[src/rtl/dram_port_arbiter.sv]
// dram_port_arbiter: two-requester round-robin arbiter in front of a single-port
// synchronous-read RAM. Read data returns one cycle after the read grant.
// Optional power-up clear of the whole RAM is compiled in with CLEAR_ON_RESET_EN.
module dram_port_arbiter #(
    parameter int unsigned ADDR_W = 8,
    parameter int unsigned DATA_W = 32
) (
    input  logic              clk,
    input  logic              rst,
    input  logic              m0_req,
    input  logic              m0_we,
    input  logic [ADDR_W-1:0] m0_addr,
    input  logic [DATA_W-1:0] m0_wdata,
    output logic              m0_gnt,
    output logic              m0_rvalid,
    output logic [DATA_W-1:0] m0_rdata,
    input  logic              m1_req,
    input  logic              m1_we,
    input  logic [ADDR_W-1:0] m1_addr,
    input  logic [DATA_W-1:0] m1_wdata,
    output logic              m1_gnt,
    output logic              m1_rvalid,
    output logic [DATA_W-1:0] m1_rdata,
    output logic              mem_we,
    output logic [ADDR_W-1:0] mem_addr,
    output logic [DATA_W-1:0] mem_din,
    input  logic [DATA_W-1:0] mem_dout,
    output logic              busy
);

    logic              last_q;    // 1 = m1 was granted last, so m0 wins the next contention
    logic              pend0_q;
    logic              pend1_q;
    logic [DATA_W-1:0] rdata0_q;
    logic [DATA_W-1:0] rdata1_q;
    logic [ADDR_W-1:0] addr_q;
    logic [DATA_W-1:0] din_q;
    logic              clearing;
    logic [ADDR_W-1:0] clr_addr;
    logic              g0;
    logic              g1;

`ifdef CLEAR_ON_RESET_EN
    localparam logic [0:0] ST_CLEAR = 1'b0;
    localparam logic [0:0] ST_RUN   = 1'b1;

    logic [0:0]        state_q;
    logic [0:0]        state_d;
    logic [ADDR_W-1:0] clr_q;

    // Leave CLEAR once the top address has been written.
    always_comb begin
        state_d = state_q;
        if (state_q == ST_CLEAR && clr_q == {ADDR_W{1'b1}}) begin
            state_d = ST_RUN;
        end
    end

    // Clear FSM and address sweep; reset restarts the sweep from address 0.
    always_ff @(posedge clk or posedge rst) begin
        if (rst) begin
            state_q <= ST_CLEAR;
            clr_q   <= '0;
        end else begin
            state_q <= state_d;
            if (state_q == ST_CLEAR) begin
                clr_q <= clr_q + 1'b1;
            end
        end
    end

    assign clearing = (state_q == ST_CLEAR);
    assign clr_addr = clr_q;
`else
    assign clearing = 1'b0;
    assign clr_addr = '0;
`endif

    // Grant: the lone requester wins; on contention the one not granted last wins.
    always_comb begin
        g0 = 1'b0;
        g1 = 1'b0;
        if (!rst && !clearing) begin
            if (m0_req && m1_req) begin
                g0 = last_q;
                g1 = !last_q;
            end else begin
                g0 = m0_req;
                g1 = m1_req;
            end
        end
    end

    assign m0_gnt = g0;
    assign m1_gnt = g1;

    // RAM port mux; without a grant the address and data hold their last values.
    always_comb begin
        mem_we   = 1'b0;
        mem_addr = addr_q;
        mem_din  = din_q;
        if (!rst && clearing) begin
            mem_we   = 1'b1;
            mem_addr = clr_addr;
            mem_din  = '0;
        end else if (g0) begin
            mem_we   = m0_we;
            mem_addr = m0_addr;
            mem_din  = m0_wdata;
        end else if (g1) begin
            mem_we   = m1_we;
            mem_addr = m1_addr;
            mem_din  = m1_wdata;
        end
    end

    // Pointer, read-pending flags, held read data and held RAM port values.
    always_ff @(posedge clk or posedge rst) begin
        if (rst) begin
            last_q   <= 1'b1;
            pend0_q  <= 1'b0;
            pend1_q  <= 1'b0;
            rdata0_q <= '0;
            rdata1_q <= '0;
            addr_q   <= '0;
            din_q    <= '0;
        end else begin
            if (g0) begin
                last_q <= 1'b0;
            end else if (g1) begin
                last_q <= 1'b1;
            end
            pend0_q <= g0 && !m0_we;
            pend1_q <= g1 && !m1_we;
            if (pend0_q) begin
                rdata0_q <= mem_dout;
            end
            if (pend1_q) begin
                rdata1_q <= mem_dout;
            end
            addr_q <= mem_addr;
            din_q  <= mem_din;
        end
    end

    assign m0_rvalid = pend0_q;
    assign m1_rvalid = pend1_q;
    // Pass RAM data straight through on the response cycle, otherwise hold.
    assign m0_rdata  = pend0_q ? mem_dout : rdata0_q;
    assign m1_rdata  = pend1_q ? mem_dout : rdata1_q;
    assign busy      = !rst && (clearing || pend0_q || pend1_q);

endmodule

[config.mk]
export PLATFORM = sky130hd
export DESIGN_NAME = dram_port_arbiter
export DESIGN_NICKNAME = d
export VERILOG_FILES = /design/src/rtl/dram_port_arbiter.sv
export SDC_FILE = /design/constraint.sdc
export NUM_CORES = 1
export LEC_CHECK = 0
export BUFFER_PORTS_ARGS = -buffer_cell sky130_fd_sc_hd__buf_2
export CAP_MARGIN = 20
export CORE_MARGIN = 10
export CORE_UTILIZATION = 47
export CTS_BUF_LIST = sky130_fd_sc_hd__clkbuf_2 sky130_fd_sc_hd__clkbuf_4 sky130_fd_sc_hd__clkbuf_8
export DETAILED_ROUTE_END_ITERATION = 8
export HOLD_SLACK_MARGIN = 0.02
export PLACE_DENSITY = 0.81
export SLEW_MARGIN = 20
export SYNTH_ARGS = -nofsm -noshare
export SYNTH_HDL_FRONTEND = slang
export SYNTH_SLANG_ARGS = --single-unit
[constraint.sdc]
create_clock -name clk -period 3.2 [get_ports clk]
set_input_delay 0.16 -clock clk [delete_from_list [all_inputs] [get_ports clk]]
set_output_delay 0.16 -clock clk [all_outputs]
set_load 0.05 [all_outputs]
* Word-level counts from Yosys, hierarchy flattened
Index checks and enable logic that the tools add are counted.
Widths: inputs -> output; s select.
** Word-level totals
- RAM bits :: 0
- Memories :: 0
- Latch bits :: 0
- Flip-flop bits (word level) :: 107
- Output and inout bits :: 110
- ROM bits :: 0
- Word-level logic and storage cells :: 31
- Bits of input ports :: 118
** Cells by class
- Shifts and indexed selects :: 0
- Bitwise operators :: 0
- Equality and inequality tests :: 0
- Reductions and logical operators :: 10
- Order comparisons :: 0
- Muxes and demuxes :: 14
- $add $sub $neg :: 0
- Multiply operators :: 0
- Div/mod/pow operators :: 0
** Operators with widths (number)
- $mux 32 :: 4
- $mux 8 :: 2
- $mux 1 :: 8
- $logic_and 1x1->1 :: 4
- $logic_not 1->1 :: 4
- $reduce_bool 2->1 :: 1
- $logic_or 1x1->1 :: 1

* Longest topological paths before layout
- Word-level depth :: 5
- Depth in mapped cells :: 6
- Gate-level depth less buffers :: 4

* Worst setup path after synthesis
OpenSTA, ideal clock, no wires.
- Path kind :: flip-flop to flip-flop
- Start :: register last_q
- End :: register din_q[0]
- Arrival :: 1974 ps
- Clock period less this slack :: 2198 ps
- Cell stages (with the launch flop) :: 7
- Setup slack :: 1002 ps
- Path buffers :: 3
- Cells stage by stage :: dfstp_2 > nor2b_1 > clkbuf_1 > or2_1 > buf_6 > buf_6 > a31oi_1
** Between the ends
- Word-level cells in the longest chain between the ends :: 5
- Elaborated cells on any way between the ends :: 7
** Ends and longest elaborated chain
- from (decl) :: RTL line 31 : logic last_q;
- from (signal assigned) :: RTL line 120 : last_q <= 1'b1;
- from (signal assigned) :: RTL line 129 : last_q <= 1'b0;
- from (signal assigned) :: RTL line 131 : last_q <= 1'b1;
- $logic_not 1->1 :: RTL line 86 : g1 = !last_q;
- $mux 1 :: RTL line 84 : if (m0_req && m1_req) begin
- $mux 1 :: RTL line 83 : if (!rst && !clearing) begin
- $mux 32 :: RTL line 110 : end else if (g1) begin
- $mux 32 (*) :: RTL line 106 : end else if (g0) begin
- via mem_din[0] :: RTL line 26 : output logic [DATA_W-1:0] mem_din,
- to (signal assigned) :: RTL line 142 : din_q <= mem_din;
- to (decl) :: RTL line 37 : logic [DATA_W-1:0] din_q;
Mark *: on every way through the listed nets, which the timed path passes. The rest lies on a longest branch.
A chain may end at the register's enable or synchronous reset.

* Worst setup path in the final report
- Start :: register last_q
- End :: output port mem_din[16]
** Between the ends
- Word-level cells in the longest chain between the ends :: 5
- Elaborated cells on any way between the ends :: 7
** Ends and longest elaborated chain (RTL line)
- $logic_not 1->1 :: 86
- $mux 1 :: 84
- $mux 1 :: 83
- $mux 32 :: 110
- $mux 32 (*) :: 106
- to (decl) :: 26
Mark *: on every way between the ends. The rest lies on a longest branch, timed or not.

==> impl_metrics.sql <==
INSERT INTO impl_metrics (metric_group, metric, value, unit) VALUES
('clock_tree', 'clock_insertion_delay_worst_skew', '350', 'ps'),
('logic_synthesis', 'post-synth-top-area-fraction', '57.8', '%'),
('clock_tree', 'clk_transition_reported_paths', '100', 'ps'),
('die', 'rows', '36', ''),
('logic_synthesis', 'synth.largest_area_cell', 'dfrtp_1', ''),
('die', 'chipHeight', '119', 'um'),
('placement', 'hpwlAfterDp', '10800', 'um'),
('clock_tree', 'clock_sink_count', '107', ''),
('sta', 'final.setup_skew', '6.93', 'ps'),
('detailed_routing', 'avgViaCountPerCell', '5.50', ''),
('sta', 'crit_path_time_final', '2530', 'ps'),
('sta', 'achievable-frequency', '395', 'MHz'),
('detailed_routing', 'detailroute.wirelength.met2', '6960', 'um'),
('cells_and_area', 'syn_to_final_growth', '31.0', '%'),
('detailed_routing', 'drc', '0', ''),
('worst_setup_path', 'critical-path-slowest-cell', 'nand2_1', ''),
('worst_setup_path', 'data_required_time_at_the_worst_endpoint', '3040', 'ps'),
('clock_tree', 'clock_path_buffers', '2', ''),
('worst_setup_path', 'crit_path_cell_trace', 'nand2_1, buf_4, nand3_1, a31oi_2, buf_2', ''),
('logic_synthesis', 'synthDistinctLibCells', '20', ''),
('sta', 'max-slew-margin-rel', '41.4', '%'),
('cells_and_area', 'num_antenna_cells', '0', ''),
('worst_setup_path', 'crit_path_capture_type', 'primary output', ''),
('cells_and_area', 'final_layout_size_suffix_gt1_share', '55.0', '%'),
('sta', 'grt_setup_unrepaired', 'false', ''),
('cells_and_area', 'final_common_cell', 'buf_2', ''),
('global_routing', 'maximum_number_of_pins_on_one_net_before_global_route_repair', '94', ''),
('hold_path', 'worstHoldPathType', 'input pin to asynchronous set/reset pin', ''),
('logic_synthesis', 'synthesis.yosys.warnings', '0', ''),
('cells_and_area', 'stdcell_count', '737', ''),
('cells_and_area', 'final_core_utilization', '62.4', '%'),
('cells_and_area', 'layout.cells.most_common_list', 'buf_2 (227), dfrtp_1 (106), mux2_2 (64), o21ai_0 (41), nor3_1 (41)', ''),
('placement', 'io_buffer_count', '227', ''),
('clock_tree', 'tritoncts', 'built', ''),
('worst_setup_path', 'setup.reg_to_reg.worst_slack', '1360', 'ps'),
('detailed_routing', 'avgRoutedWirePerCell', '19.9', 'um'),
('die', 'io-pin-count', '228', ''),
('placement', 'placedCellCount', '719', ''),
('clock_tree', 'cts_root_buf', 'clkbuf_8', ''),
('outcome', 'outcome', 'finished clean', ''),
('detailed_routing', 'route.layer.met1.wl', '6210', 'um'),
('die', 'placeableCoreArea', '0.00964', 'mm2'),
('detailed_routing', 'postRouteWirelength', '14600', 'um'),
('sta', 'worst_slack', '670', 'ps'),
('die', 'floorplan.initialDensity', '47.6', '%'),
('global_routing', 'grt_util_all_layers', '19.3', '%'),
('die', 'die-area', '0.0141', 'mm2'),
('logic_synthesis', 'synth.cell_area', '0.00459', 'mm2'),
('sta', 'timing.final.setup_violations', '0', ''),
('sta', 'layout_worst_path_cycle_share', '79.1', '%'),
('sta', 'timing_worst_slew_pin_value', '878', 'ps'),
('power_and_ir_drop', 'worst_ir_drop_vdd', '0.367', 'mV'),
('worst_setup_path', 'timing.critical_path.arrival', '2370', 'ps'),
('worst_setup_path', 'worstSetupStartpointType', 'flop', ''),
('detailed_routing', 'routed-wl-met3', '1300', 'um'),
('sta', 'drv_slew', '0', ''),
('clock_tree', 'ctsResizeCount', '0', ''),
('cells_and_area', 'layout.nets', '717', ''),
('global_routing', 'grt_overflow', '0', ''),
('power_and_ir_drop', 'power_density', '788', 'mW/mm2'),
('detailed_routing', 'drt_first_iter_violations', '297', ''),
('logic_synthesis', 'ys_seq_elements', '107', ''),
('detailed_routing', 'postRouteAntennaNets', '0', ''),
('global_routing', 'first_global_vias', '4268', ''),
('flow_run', 'max_cap_violations', '0', ''),
('logic_synthesis', 'post_synth_main_area_contributors', 'dfrtp_1 (58%), mux2_2 (16%), nor3_1 (4.5%)', ''),
('placement', 'gp_routability_congestion', '0.840', ''),
('die', 'chipWidth', '119', 'um'),
('global_routing', 'grt_antenna_before_repair', '0', ''),
('logic_synthesis', 'syn_nets', '505', ''),
('detailed_routing', 'detailedRoute.firstPassIterationCount', '5', '');
==> area by class of cell <==
type	instances	area [um2]
fillers	797	3630
flip-flops and latches	107	2680
multi-input cells	239	1720
repair buffers	240	1250
well taps	133	166
clock buffers	10	138
clock inverters	6	48.8
inverters	2	12.5
==> power breakdown <==
group | internal [mW] | switching, mW | leakage (nW)
combinational | 0.536 | 1.69 | 1.44
sequential | 1.66 | 0.0903 | 1.26
clock | 0.312 | 0.452 | 0.0968
total | 2.51 | 2.23 | 2.79
==> kinds of logic (layout without fill, tap and decap cells) <==
| group | Yosys count | after routing | share of synthesized area [%] |
|---|---|---|---|
| compound gates | 82 | 82 | 11.5 |
| buf+inv | 41 | 258 | 4.36 |
| flops | 107 | 107 | 58.3 |
| mux | 64 | 64 | 15.7 |
| simple gates | 93 | 93 | 10.1 |
==> critical path, delay by kind of cell, from the launching register on <==
family                 cells  cell delay [ps]
AO/OA/AOI/OAI              1              230
buffers and inverters      2              680
flip-flops                 1              400
AND/OR/NAND/NOR            2              700
==> sequential cells by signal (all words and copies together), names as in the netlist <==
name and cells:
addr_q 8, din_q 32, rdata0_q 32, rdata1_q 32, m0_rvalid 1, last_q 1, m1_rvalid 1
==> worst paths after layout <==
check | start | cells past startpoint | to
max reg2reg | last_q | 4 | din_q[16]
min reg2reg | rdata1_q[28] | 1 | rdata1_q[28]
min | rst | 2 | din_q[12]
min in group clk | mem_dout[5] | 2 | rdata0_q[5]
max in group asynchronous | rst | 3 | last_q
max | last_q | 5 | mem_din[16]
==> cell usage after synthesis (all sizes together) <==
cell    number
nor2         4
buf         11
or2          1
nor2b        2
and2         1
a22o         1
nand2        2
o21ai       41
clkbuf      28
mux2        64
nand2b       2
nand3       40
dfstp        1
inv          2
dfrtp      106
a31oi       40
nor3        41
==> metrics by stage <==
stage	total power, mW	hold WS [ps]
floorplan	3.47	226
global placement	3.95	345
detailed placement	4.01	347
CTS	4.78	37.4
global route	4.96	31.5
finish	4.74	9.44
==> layer usage <==
metal | GRT usage [%] | vias up
met3 | 6.94 | 16
met1 | 23.8 | 1990
li1 | - | 1828
met4 | 5.04 | 0
met2 | 31.6 | 218
met5 | 0 | -
==> timing repair <==
item	in CTS	in global routing
hold buffers	2	0
buffers inserted	0	0
hold endpoints to repair	2	0
No activity file was read; power rests on OpenSTA's default activity.
